==> config.mk <==
export PLATFORM = sky130hd
export DESIGN_NAME = vga_plot_arbiter
export DESIGN_NICKNAME = d
export VERILOG_FILES = /design/src/rtl/vga_plot_arbiter.sv
export SDC_FILE = /design/constraint.sdc
export NUM_CORES = 1
export LEC_CHECK = 0
export CAP_MARGIN = 20
export CORE_MARGIN = 4
export CORE_UTILIZATION = 46
export DETAILED_ROUTE_END_ITERATION = 6
export GPL_ROUTABILITY_DRIVEN = 0
export GPL_TIMING_DRIVEN = 0
export PLACE_DENSITY = 0.81
export SLEW_MARGIN = 20
export SYNTH_ARGS = -nofsm -noshare
export SYNTH_HDL_FRONTEND = slang
export SYNTH_SLANG_ARGS = --single-unit
==> constraint.sdc <==
create_clock -name clock -period 2.49 [get_ports clock]
set_input_delay 0.3735 -clock clock [delete_from_list [all_inputs] [get_ports clock]]
set_output_delay 0.3735 -clock clock [all_outputs]
set_load 0.01 [all_outputs]
==> src/rtl/vga_plot_arbiter.sv <==
// Per-frame arbiter sharing one vga_adapter write port between NUM_CLIENTS drawing clients.
// Define VGA_PLOT_ARB_CLEAR_EN to include the full-screen clear phase ahead of the client grants.
module vga_plot_arbiter #(
   parameter int unsigned NUM_CLIENTS      = 3,
   parameter logic [2:0]  BG_COLOR         = 3'b000,
   parameter int unsigned MAX_GRANT_CYCLES = 4096
) (
   input  logic                     clock,
   input  logic                     reset,
   input  logic                     frame_tick,
   input  logic [NUM_CLIENTS-1:0]   req,
   input  logic [8*NUM_CLIENTS-1:0] client_x,
   input  logic [7*NUM_CLIENTS-1:0] client_y,
   input  logic [3*NUM_CLIENTS-1:0] client_color,
   input  logic [NUM_CLIENTS-1:0]   client_plot,
   input  logic [NUM_CLIENTS-1:0]   client_done,
   output logic [NUM_CLIENTS-1:0]   grant,
   output logic [7:0]               x,
   output logic [6:0]               y,
   output logic [2:0]               color,
   output logic                     plot,
   output logic                     busy,
   output logic                     frame_done,
   output logic                     overrun,
   output logic                     timeout_err
);

   localparam logic [2:0] S_IDLE  = 3'd0;
   localparam logic [2:0] S_CLEAR = 3'd1;
   localparam logic [2:0] S_SCAN  = 3'd2;
   localparam logic [2:0] S_GRANT = 3'd3;
   localparam logic [2:0] S_DONE  = 3'd4;

   localparam int unsigned PW = $clog2(NUM_CLIENTS);
   localparam int unsigned WW = $clog2(MAX_GRANT_CYCLES);

   logic [2:0]             state;
   logic [NUM_CLIENTS-1:0] served;
   logic [NUM_CLIENTS-1:0] pending;
   logic [PW-1:0]          rr_ptr;
   logic [PW-1:0]          hit_idx;
   logic [PW-1:0]          rr_next;
   logic                   hit;
   logic [WW-1:0]          wd;
   int unsigned            j;

   logic [7:0] sel_x;
   logic [6:0] sel_y;
   logic [2:0] sel_color;
   logic       sel_plot;
   logic       sel_done;

   assign pending = req & ~served;

   // Rotating search: first pending client at or after rr_ptr, wrapping.
   always_comb begin
      hit     = 1'b0;
      hit_idx = '0;
      j       = 0;
      for (int unsigned i = 0; i < NUM_CLIENTS; i++) begin
         j = 32'(rr_ptr) + i;
         if (j >= NUM_CLIENTS) j = j - NUM_CLIENTS;
         if (!hit && pending[j[PW-1:0]]) begin
            hit     = 1'b1;
            hit_idx = j[PW-1:0];
         end
      end
   end

   assign rr_next = (hit_idx == PW'(NUM_CLIENTS - 1)) ? '0 : hit_idx + 1'b1;

   always_comb begin
      sel_x     = '0;
      sel_y     = '0;
      sel_color = '0;
      sel_plot  = 1'b0;
      sel_done  = 1'b0;
      for (int unsigned i = 0; i < NUM_CLIENTS; i++) begin
         if (grant[i]) begin
            sel_x     = client_x[8*i +: 8];
            sel_y     = client_y[7*i +: 7];
            sel_color = client_color[3*i +: 3];
            sel_plot  = client_plot[i];
            sel_done  = client_done[i];
         end
      end
   end

   always_ff @(posedge clock) begin
      if (reset) begin
         state       <= S_IDLE;
         served      <= '0;
         rr_ptr      <= '0;
         grant       <= '0;
         wd          <= '0;
         x           <= '0;
         y           <= '0;
         color       <= '0;
         plot        <= 1'b0;
         busy        <= 1'b0;
         frame_done  <= 1'b0;
         overrun     <= 1'b0;
         timeout_err <= 1'b0;
      end else begin
         plot       <= 1'b0;
         frame_done <= 1'b0;
         if (frame_tick && state != S_IDLE) overrun <= 1'b1;
         case (state)
            S_IDLE: if (frame_tick) begin
               served <= '0;
               busy   <= 1'b1;
               // Colour is seeded with the background at frame start; without the clear phase it is overwritten by the first grant.
               color  <= BG_COLOR;
`ifdef VGA_PLOT_ARB_CLEAR_EN
               state  <= S_CLEAR;
               x      <= '0;
               y      <= '0;
               plot   <= 1'b1;
`else
               state  <= S_SCAN;
`endif
            end
`ifdef VGA_PLOT_ARB_CLEAR_EN
            // x/y double as the sweep counter; the registered outputs are the current pixel.
            S_CLEAR: begin
               if (x == 8'd159 && y == 7'd119) begin
                  state <= S_SCAN;
               end else begin
                  plot <= 1'b1;
                  if (x == 8'd159) begin
                     x <= '0;
                     y <= y + 7'd1;
                  end else begin
                     x <= x + 8'd1;
                  end
               end
            end
`endif
            S_SCAN: begin
               if (hit) begin
                  grant           <= NUM_CLIENTS'(1) << hit_idx;
                  served[hit_idx] <= 1'b1;
                  rr_ptr          <= rr_next;
                  wd              <= '0;
                  state           <= S_GRANT;
               end else begin
                  frame_done <= 1'b1;
                  busy       <= 1'b0;
                  state      <= S_DONE;
               end
            end
            S_GRANT: begin
               x     <= sel_x;
               y     <= sel_y;
               color <= sel_color;
               plot  <= sel_plot;
               if (sel_done || wd == WW'(MAX_GRANT_CYCLES - 1)) begin
                  grant <= '0;
                  state <= S_SCAN;
                  if (!sel_done) timeout_err <= 1'b1;
               end else begin
                  wd <= wd + 1'b1;
               end
            end
            S_DONE:  state <= S_IDLE;
            default: state <= S_IDLE;
         endcase
      end
   end

endmodule

==> impl_metrics.toml <==
[layout]
multiInputGateArea_um2 = 1620
register_area_um2 = 921
fin_nets = 504
utilization_pct = 67.8
insertedDiodeCount = 0
final_cells = 507
fillers = 491
area_delta_synth_final_pct = 41.3
drive_gt1_share_pct = 6.90

[synthesis]
syn_area_um2 = 2670
synthAdderAreaFrac_pct = 1.87
ys_seq_area_share_pct = 34.5
synth.top_cell.area_share_pct = 34.5
synth_area_leader_cell = "dfxtp_1"
synth_cell_types = 59
synth.area.top_cells = "dfxtp_1, nand2_1, a21oi_1"
synth-edff-count = 0
ys_ff_latch = 46
avgSynthCellArea_um2 = 7.93
ys.flop_type = "dfxtp_1"
async_reset_ff_share_pct = 0
yosys.area_share.simple_pct = 25.2
synthMuxAreaShare_pct = 1.12
synth_nets = 407
synth_top_family_by_area = "compound AO/OA/AOI/OAI gates"
synth_cells = 337
synth_compound_area_share_pct = 31.3
yosysWarnings = 0
synth_xor_xnor_area_share_pct = 0.983

[critical_path]
reg2reg_from = "rr_ptr[0]"
reg2reg_slack_ps = 160
cp.arrival_ps = 2580
reg2reg_depth = 8
startpoint = "rr_ptr[0]"
end_kind = "flip-flop"
r2r-end = "grant[0]"
worstPathRequired_ps = 2740
path_class = "flip-flop to flip-flop"
cp_max_fo = 10
start_kind = "flip-flop"
endpoint = "grant[0]"

[routing]
routedWlPerCell_um = 16.2
wl_met2_mm = 4.11
wl_met3_um = 598
drt-initial-drc-count = 229
drc = 0
drtAntennaViolNets = 0
num_vias = 2916
routed_wl_mm = 8.19
drt-met1-wl_mm = 3.37
top_layer_used = "met4"
firstDrtPassIters = 4
viasPerCell = 5.75

[status]
status = "finished clean"

[clock_tree]
clock_sinks = 46
clkTransAtPathRegs_ps = 90
clockRootBuffer = "clkbuf_8"
clock_path_buffers = 2
cts_hold_buf = 0
insertion_delay_ps = 310
cts_resized = 0
cts.htree.levels = 2
cts_tree = "yes"
cts_setup_buffers = 0
numCtsBuffers = 5

[sta]
finalCriticalPeriod_ps = 2330
finalSetupViolCount = 0
fin_crit_sh_pct = 93.5
hold_viol_final = 0
tightest_slew_ps = 580
fmax_mhz = 430
grt_setup_unrepaired = "false"
tns_ps = 0
drv_slew = 0
clock_skew_ps = 9.15
slew_headroom_pct = 61.0
postLayoutSetupSlackWorst_ps = 162

[power_and_ir_drop]
clockPowerShare_pct = 29.8
ir_drop_mv = 0.365
sw_frac_of_total_pct = 31.5
comb_power_share_pct = 29.2
p_switching_uw = 603
total_power_uw = 1920
p_int_uw = 1310
p_leak_uw = 0.00124
p_per_area_nw_per_um2 = 507
seqPwrFrac_pct = 41.0

[placement]
port_buffers = 90
pre_cts_slack_ps = 142
placedCellCount = 499
dp_hpwl_mm = 6.31

[global_route]
antenna_found_initial = 0
grt_pass1_vias = 2797
grt_max_degree = 16
grt.total_usage_pct = 22.8
overflow = 0
grt_pass1_wl_mm = 13.2

[die]
die_h_um = 84.2
start_util_pct = 47.9
die_area_um2 = 7090
coreArea_um2 = 5570
rows = 27
die_w_um = 84.2
num_io_pins = 92

[job]
cap_violations = 0

[min_path]
hold_path_class = "flip-flop to flip-flop"
[state kept, by name, indices dropped and copies added (netlist names), 2 cells and up]
register	count
x	8
grant	3
served	3
wd	12
color	3
state	3
y	7
rr_ptr	2
[cells by family (layout without fill, tap and decap cells)]
family / Yosys count / after routing
XOR/XNOR: 3 / 3
flip-flops: 46 / 46
AO/OA/AOI/OAI: 120 / 120
multiplexers: 3 / 3
AND/OR/NAND/NOR: 130 / 130
adder cells (fa/ha/maj): 4 / 4
buffers and inverters: 31 / 129
[power by group through the flow]
stage          clock [uW]  sequential, uW  combinational (uW)
2_1_floorplan           0             801                 327
6_report              571             786                 559
4_1_cts               577             786                 555
5_1_grt               609             790                 607
3_5_place_dp            0             803                 553
3_3_place_gp            0             802                 540
[cells in the final DEF, fill, tap and decap left out, drive strengths merged, types with 2 or more instances in the layout]
cell type / count
buf: 9
nand2: 63
a2111oi: 2
ha: 4
clkdlybuf4s50: 90
a22oi: 20
o22ai: 2
nand3: 8
nand4: 7
o2111ai: 4
clkbuf: 19
a21oi: 33
a21o: 4
mux2i: 3
xnor2: 2
a221oi: 2
nor2b: 9
nor3: 7
and3b: 2
o21ai: 28
o211ai: 8
or4: 2
a211o: 2
nor4: 7
a31o: 2
clkinvlp: 2
o31ai: 2
nand2b: 4
inv: 7
dfxtp: 46
or3: 3
nor2: 13
[cell usage after synthesis, drive strengths merged, types with 2 or more instances]
| cell type | count |
|---|---|
| a22oi | 20 |
| or3 | 3 |
| o21ai | 28 |
| nor2b | 9 |
| a2111oi | 2 |
| a21oi | 33 |
| xnor2 | 2 |
| nor3 | 7 |
| or4 | 2 |
| clkbuf | 14 |
| a211o | 2 |
| o31ai | 2 |
| a221oi | 2 |
| inv | 7 |
| a21o | 4 |
| ha | 4 |
| mux2i | 3 |
| nand3 | 8 |
| o22ai | 2 |
| nand4 | 7 |
| a31o | 2 |
| nor2 | 13 |
| and3b | 2 |
| dfxtp | 46 |
| o2111ai | 4 |
| buf | 9 |
| nor4 | 7 |
| o211ai | 8 |
| nand2b | 4 |
| nand2 | 63 |
[worst min-delay path by stage]
stage               from         to  slack (ps)  depth (start not counted)
2_1_floorplan  served[2]  served[2]         450                          2
3_3_place_gp        x[7]       x[7]         440                          2
3_5_place_dp        y[0]       y[0]         450                          2
4_1_cts             y[0]       y[0]         460                          2
5_1_grt             x[2]       x[2]         480                          2
6_report            y[0]       y[0]         460                          2
[per-stage QoR]
| stage | cell area [um^2] | hold slack, ps |
|---|---|---|
| global placement | 3660 | 440 |
| floorplan | 2670 | 452 |
| CTS | 3780 | 461 |
| finish | 3780 | 456 |
| detailed placement | 3660 | 448 |
| global route | 3780 | 477 |
[cell type report]
type / instances / share of cell area, %
Multi-Input combinational cell: 260 / 42.8
Clock buffer: 5 / 1.82
Inverter: 8 / 0.795
Tap cell: 72 / 2.38
Clock inverter: 3 / 1.19
Sequential cell: 46 / 24.4
Timing Repair Buffer: 90 / 23.8
Buffer: 23 / 2.75
[metal layers]
metal | global-route usage (%) | up-vias
li1 | - | 1432
met1 | 28.3 | 1368
met2 | 39.3 | 103
met3 | 4.91 | 13
met4 | 6.87 | 0
met5 | 0 | -
[worst max-delay path: stages (launching register included)]
cell and delay, ps:
dfxtp_1 360, inv_1 70, ha_1 300, buf_6 150, and3b_4 200, a2111oi_4 420
o21ai_2 250, a21oi_1 330, a31o_2 190
Power figures use the tool's default switching activity.
